$ cat src/rtl/reg_wr_arbiter_if.sv
// Bus bundle between write requesters/readers and the arbitrated register bank.
interface reg_wr_arbiter_if #(
    parameter int unsigned DW = 8,
    parameter int unsigned AW = 2
);
    logic              clr;
    logic [2:0]        req;
    logic [3*AW-1:0]   wr_addr;
    logic [3*DW-1:0]   wr_data;
    logic [2:0]        gnt;
    logic [AW-1:0]     rd_addr;
    logic [DW-1:0]     rd_data;
    logic              busy;
    logic [7:0]        wr_cnt;

    modport master (
        output clr, req, wr_addr, wr_data, rd_addr,
        input  gnt, rd_data, busy, wr_cnt
    );

    modport slave (
        input  clr, req, wr_addr, wr_data, rd_addr,
        output gnt, rd_data, busy, wr_cnt
    );
endinterface

$ cat src/rtl/reg_wr_arbiter.sv
// Three-requester round-robin write arbiter in front of a 4-entry register bank.
// Each grant is a single GRANT cycle; address/data are taken from the winner during that cycle.
module reg_wr_arbiter #(
    parameter int unsigned DW = 8,
    parameter int unsigned AW = 2
) (
    input  logic             clk,
    input  logic             reset,
    reg_wr_arbiter_if.slave  bus
);
    localparam int unsigned NREQ = 3;
    localparam int unsigned NREG = 2**AW;

    typedef enum logic {IDLE, GRANT} state_e;

    state_e           state_q;
    logic [1:0]       ptr_q;
    logic [1:0]       sel_q;
    logic [7:0]       wr_cnt_q;
    logic [DW-1:0]    bank_q [NREG];

    logic [1:0]       win_c;
    logic [1:0]       idx_c;
    logic             found_c;
    logic             wr_go_c;
    logic [2:0]       gnt_c;
    logic [AW-1:0]    req_addr_c [NREQ];
    logic [DW-1:0]    req_data_c [NREQ];

    // Round-robin search: ptr, ptr+1, ptr+2 (mod 3)
    always_comb begin
        win_c   = ptr_q;
        idx_c   = ptr_q;
        found_c = 1'b0;
        for (int i = 0; i < int'(NREQ); i++) begin
            if (!found_c && bus.req[idx_c]) begin
                win_c   = idx_c;
                found_c = 1'b1;
            end
            idx_c = (idx_c == 2'd2) ? 2'd0 : idx_c + 2'd1;
        end
    end

    always_comb begin
        for (int i = 0; i < int'(NREQ); i++) begin
            req_addr_c[i] = bus.wr_addr[i*AW +: AW];
            req_data_c[i] = bus.wr_data[i*DW +: DW];
        end
    end

    // A grant only lands if the winner is still requesting and no clear is pending
    assign wr_go_c = (state_q == GRANT) && !bus.clr && bus.req[sel_q];

    always_comb begin
        gnt_c        = '0;
        gnt_c[sel_q] = wr_go_c;
    end

    always_ff @(posedge clk or posedge reset) begin
        if (reset) begin
            state_q  <= IDLE;
            ptr_q    <= 2'd0;
            sel_q    <= 2'd0;
            wr_cnt_q <= 8'd0;
            for (int r = 0; r < int'(NREG); r++) bank_q[r] <= '0;
        end else if (bus.clr) begin
            state_q  <= IDLE;
            wr_cnt_q <= 8'd0;
            for (int r = 0; r < int'(NREG); r++) bank_q[r] <= '0;
        end else begin
            case (state_q)
                IDLE: begin
                    if (found_c) begin
                        sel_q   <= win_c;
                        state_q <= GRANT;
                    end
                end
                GRANT: begin
                    state_q <= IDLE;
                    if (wr_go_c) begin
                        bank_q[req_addr_c[sel_q]] <= req_data_c[sel_q];
                        ptr_q <= (sel_q == 2'd2) ? 2'd0 : sel_q + 2'd1;
                        if (wr_cnt_q != 8'hFF) wr_cnt_q <= wr_cnt_q + 8'd1;
                    end
                end
                default: state_q <= IDLE;
            endcase
        end
    end

    assign bus.gnt     = gnt_c;
    assign bus.busy    = (state_q == GRANT);
    assign bus.rd_data = bank_q[bus.rd_addr];
    assign bus.wr_cnt  = wr_cnt_q;

endmodule

$ cat src/flat_wrapper.sv
// flat-port wrapper written by rule: the top's interface ports become plain ports
module reg_wr_arbiter_flat 
#(
    parameter int unsigned DW = 8,
    parameter int unsigned AW = 2
)
  (clk, reset, bus_clr, bus_req, bus_wr_addr, bus_wr_data, bus_rd_addr, bus_gnt, bus_rd_data, bus_busy, bus_wr_cnt);
  reg_wr_arbiter_if #(.DW(DW), .AW(AW)) bus_i ();
  input  logic clk;
  input  logic reset;
  input wire logic [$bits(bus_i.clr)-1:0] bus_clr;
  input wire logic [$bits(bus_i.req)-1:0] bus_req;
  input wire logic [$bits(bus_i.wr_addr)-1:0] bus_wr_addr;
  input wire logic [$bits(bus_i.wr_data)-1:0] bus_wr_data;
  input wire logic [$bits(bus_i.rd_addr)-1:0] bus_rd_addr;
  output wire logic [$bits(bus_i.gnt)-1:0] bus_gnt;
  output wire logic [$bits(bus_i.rd_data)-1:0] bus_rd_data;
  output wire logic [$bits(bus_i.busy)-1:0] bus_busy;
  output wire logic [$bits(bus_i.wr_cnt)-1:0] bus_wr_cnt;
  assign bus_i.clr = bus_clr;
  assign bus_i.req = bus_req;
  assign bus_i.wr_addr = bus_wr_addr;
  assign bus_i.wr_data = bus_wr_data;
  assign bus_i.rd_addr = bus_rd_addr;
  assign bus_gnt = bus_i.gnt;
  assign bus_rd_data = bus_i.rd_data;
  assign bus_busy = bus_i.busy;
  assign bus_wr_cnt = bus_i.wr_cnt;
  reg_wr_arbiter #(.DW(DW), .AW(AW)) u_core (.clk(clk), .reset(reset), .bus(bus_i));
endmodule
$ cat config.mk
export PLATFORM = sky130hd
export DESIGN_NAME = reg_wr_arbiter_flat
export DESIGN_NICKNAME = d
export VERILOG_FILES = /design/src/rtl/reg_wr_arbiter_if.sv /design/src/rtl/reg_wr_arbiter.sv /design/src/flat_wrapper.sv
export SDC_FILE = /design/constraint.sdc
export NUM_CORES = 1
export LEC_CHECK = 0
export BUFFER_PORTS_ARGS = -buffer_cell sky130_fd_sc_hd__buf_2
export CAP_MARGIN = 40
export CELL_PAD_IN_SITES_DETAIL_PLACEMENT = 1
export CELL_PAD_IN_SITES_GLOBAL_PLACEMENT = 1
export CORE_AREA = 2 2 85 87
export DETAILED_ROUTE_END_ITERATION = 16
export DIE_AREA = 0 0 87 89
export GPL_ROUTABILITY_DRIVEN = 0
export PLACE_DENSITY_LB_ADDON = 0.1
export SLEW_MARGIN = 20
export SYNTH_ARGS = -nofsm -noshare
export SYNTH_HDL_FRONTEND = slang
export SYNTH_SLANG_ARGS = --single-unit
export TNS_END_PERCENT = 1
$ cat constraint.sdc
create_clock -name clk -period 1.85 [get_ports clk]
set_clock_uncertainty 0.1 [all_clocks]
set_input_delay 0.2775 -clock clk [delete_from_list [all_inputs] [get_ports clk]]
set_output_delay 0.2775 -clock clk [all_outputs]
set_load 0.05 [all_outputs]
==> results.py <==
metrics = {
    "clocking": {
        "clock_latency_ns": 0.30,
        "clkTransAtPathRegs_ns": 0.09,
        "clock_sink_count": 45,
        "root_buffer": "clkbuf_8",
        "cts_tree": "done",
        "clock_path_buffers": 2,
        "htree_levels": 2,
        "cts_buffers": 5,
    },
    "route": {
        "wire_per_inst_um": 16.9,
        "initialDrtViolationCount": 54,
        "wl_um": 6610,
        "routed_via_density": 5.28,
        "final_antenna_net_count": 0,
        "vias": 2070,
        "drcViolationCount": 0,
        "dr.pass1.iters": 4,
    },
    "yosys": {
        "async_reset_ff_share_pct": 100,
        "synth_top_area_cell": "dfrtp_1",
        "yosys_warnings": 0,
        "synth_edf_count": 0,
        "synth.distinct_cells": 38,
        "synth-seq-cells": 45,
        "ys.flop_type": "dfrtp_1",
        "syn_area_per_cell_sq_um": 10.4,
        "netlist_area_sq_mm": 0.00251,
        "synth-seq-area-share_pct": 44.9,
        "synth.area.top_cells": "dfrtp_1, mux2i_1, nand2_1",
        "syn_nets": 279,
        "syn_inst": 240,
        "yosys.area.top_type_share_pct": 44.9,
    },
    "place": {
        "post_dp_cell_area_sq_mm": 0.00302,
        "port_buffers": 57,
        "post-dp-hpwl_um": 4770,
        "pre_cts_ws_ns": -0.0735,
        "dp.cells": 381,
    },
    "layout": {
        "nets": 350,
        "fin_area_sq_mm": 0.00320,
        "final_core_util_pct": 47.6,
        "stdcell_count": 392,
        "n_antenna_cell": 0,
        "layout-drive-gt1-share_pct": 34.3,
        "area_growth_pct": 27.6,
    },
    "sta": {
        "hold_violations": 0,
        "final_max_slew_viol_count": 0,
        "max_slew_margin_pct": 70.6,
        "grt_setup_unrepaired": "true",
        "finalCritPeriodShare_pct": 108,
        "worstMarginPinSlew_ns": 0.437,
        "fin_ws_ns": -0.149,
        "fin_crit_ns": 2.00,
        "whs_ns": 0.188,
        "setup-tns-final_ns": -0.447,
        "setup_viol": 3,
        "fmax_mhz": 500,
    },
    "worst_setup_path": {
        "rr_endpoint": "u_core.bank_q[8]",
        "worstPathMaxFanout": 4,
        "critPathLaunchType": "flip-flop",
        "crit_type": "flip-flop to output port",
        "r2r_start": "u_core.sel_q[1]",
        "worstPathArrival_ns": 1.62,
        "startpoint": "u_core.sel_q[1]",
        "r2r_cells": 8,
        "required_ns": 1.47,
        "r2r_slack_ns": 0.06,
        "endpoint_kind": "output port",
        "crit_path_end": "bus_gnt[2]",
    },
    "die": {
        "dieArea_sq_mm": 0.00774,
        "rows": 30,
        "core-area_sq_mm": 0.00672,
        "io_pins": 58,
        "fp.dieH_um": 89,
        "die_width_um": 87,
        "start_util_pct": 37.3,
    },
    "worst_hold_path": {
        "hp-class": "input pin to flip-flop",
    },
    "pwr": {
        "vdd_drop_max_v": 0.000484,
        "finalPower_mw": 2.62,
        "p_per_area_mw_per_mm2": 820,
        "p_leak_nw": 1.69,
    },
    "global_routing": {
        "grt_pass1_vias": 2182,
        "track_usage_pct": 18.5,
        "overflow": 0,
        "antenna_found_initial": 0,
        "grt_pass1_wl_um": 11100,
        "grt_max_degree": 46,
    },
    "run_status": {
        "status": "finished, violations left",
        "violations": "setup timing",
    },
    "job": {
        "max_cap_viol_count": 0,
    },
}
[cell type report]
| type | count | area (sq um) |
|---|---|---|
| clock buffers | 5 | 68.8 |
| clock inverters | 3 | 25.0 |
| fillers | 770 | 3520 |
| inverters | 5 | 18.8 |
| multi-input cells | 177 | 1340 |
| flip-flops and latches | 45 | 1130 |
| well taps | 80 | 100 |
| repair buffers | 77 | 523 |
[flip-flops by register name, indices dropped and copies added, names as in the netlist]
name               count
u_core.bus.busy        1
u_core.bus.wr_cnt      8
u_core.ptr_q           2
u_core.bank_q         32
u_core.sel_q           2
[worst max-delay path, stage by stage (launching register included)]
cell and delay [ns]:
dfrtp_1 0.41, mux2i_1 0.14, o21ai_2 0.15, and2_4 0.20, nand2_4 0.06, nor3b_4 0.18
buf_6 0.18
[kinds of logic (layout without fill, tap and decap cells)]
group,count (synthesis),in the layout,synth area share (%)
flip-flops,45,45,44.9
multiplexers,52,52,24.8
buffers and inverters,18,90,4.14
adder cells (fa/ha/maj),1,1,0.499
XOR/XNOR,1,1,0.350
AO/OA/AOI/OAI,33,33,8.49
AND/OR/NAND/NOR,90,90,16.8
[how the worst min path moves through the flow]
stage / startpoint / end / cells after the start
2_1_floorplan: bus_req[1] / u_core.sel_q[0] / 2
3_3_place_gp: reset / u_core.bus.wr_cnt[6] / 3
3_5_place_dp: reset / u_core.bus.wr_cnt[6] / 3
4_1_cts: bus_req[1] / u_core.sel_q[0] / 3
5_1_grt: bus_req[1] / u_core.sel_q[0] / 3
6_report: bus_req[1] / u_core.sel_q[0] / 3
[power by group]
group	internal (mW)	switching (mW)	leakage, nW	total, mW
Combinational	0.378	0.489	1.03	0.867
Sequential	1.05	0.0623	0.621	1.11
Clock	0.273	0.368	0.0447	0.641
Total	1.70	0.919	1.69	2.62
[Yosys cell counts (2+ instances only)]
master	instances
mux4_2	8
and3_1	3
nand3_1	5
dfrtp_1	45
o211ai_1	2
a21oi_1	6
inv_1	4
o21ai_0	11
buf_2	2
nand3_2	3
a21o_1	4
nor2_1	9
clkbuf_1	7
nor3_1	3
nand2_1	59
mux2i_1	44
buf_6	3
a31oi_1	2
[metal layers]
metal	GRT usage, %	wire [um]
met1	24.5	3000
met2	31.7	3350
met3	2.86	189
met4	4.69	70
met5	0	0
[layout by cell type (no fill, tap or decap), types with 5 or more instances in the layout]
cell / Yosys / layout
nor2_1: 9 / 9
dfrtp_1: 45 / 45
buf_4: 0 / 14
mux4_2: 8 / 8
buf_12: 0 / 5
clkbuf_8: 0 / 5
mux2i_1: 44 / 43
buf_2: 2 / 54
o21ai_0: 11 / 11
nand3_1: 5 / 5
nand2_1: 59 / 57
[what timing repair did]
action | CTS | global route
endpoints found under the hold margin | 45 | 0
setup buffers | 0 | 2
endpoints found under the setup margin | 27 | 29
pin swaps | 1 | 2
hold buffers | 1 | 0
resized for setup | 14 | 4
(Power assumes the default switching activity.)
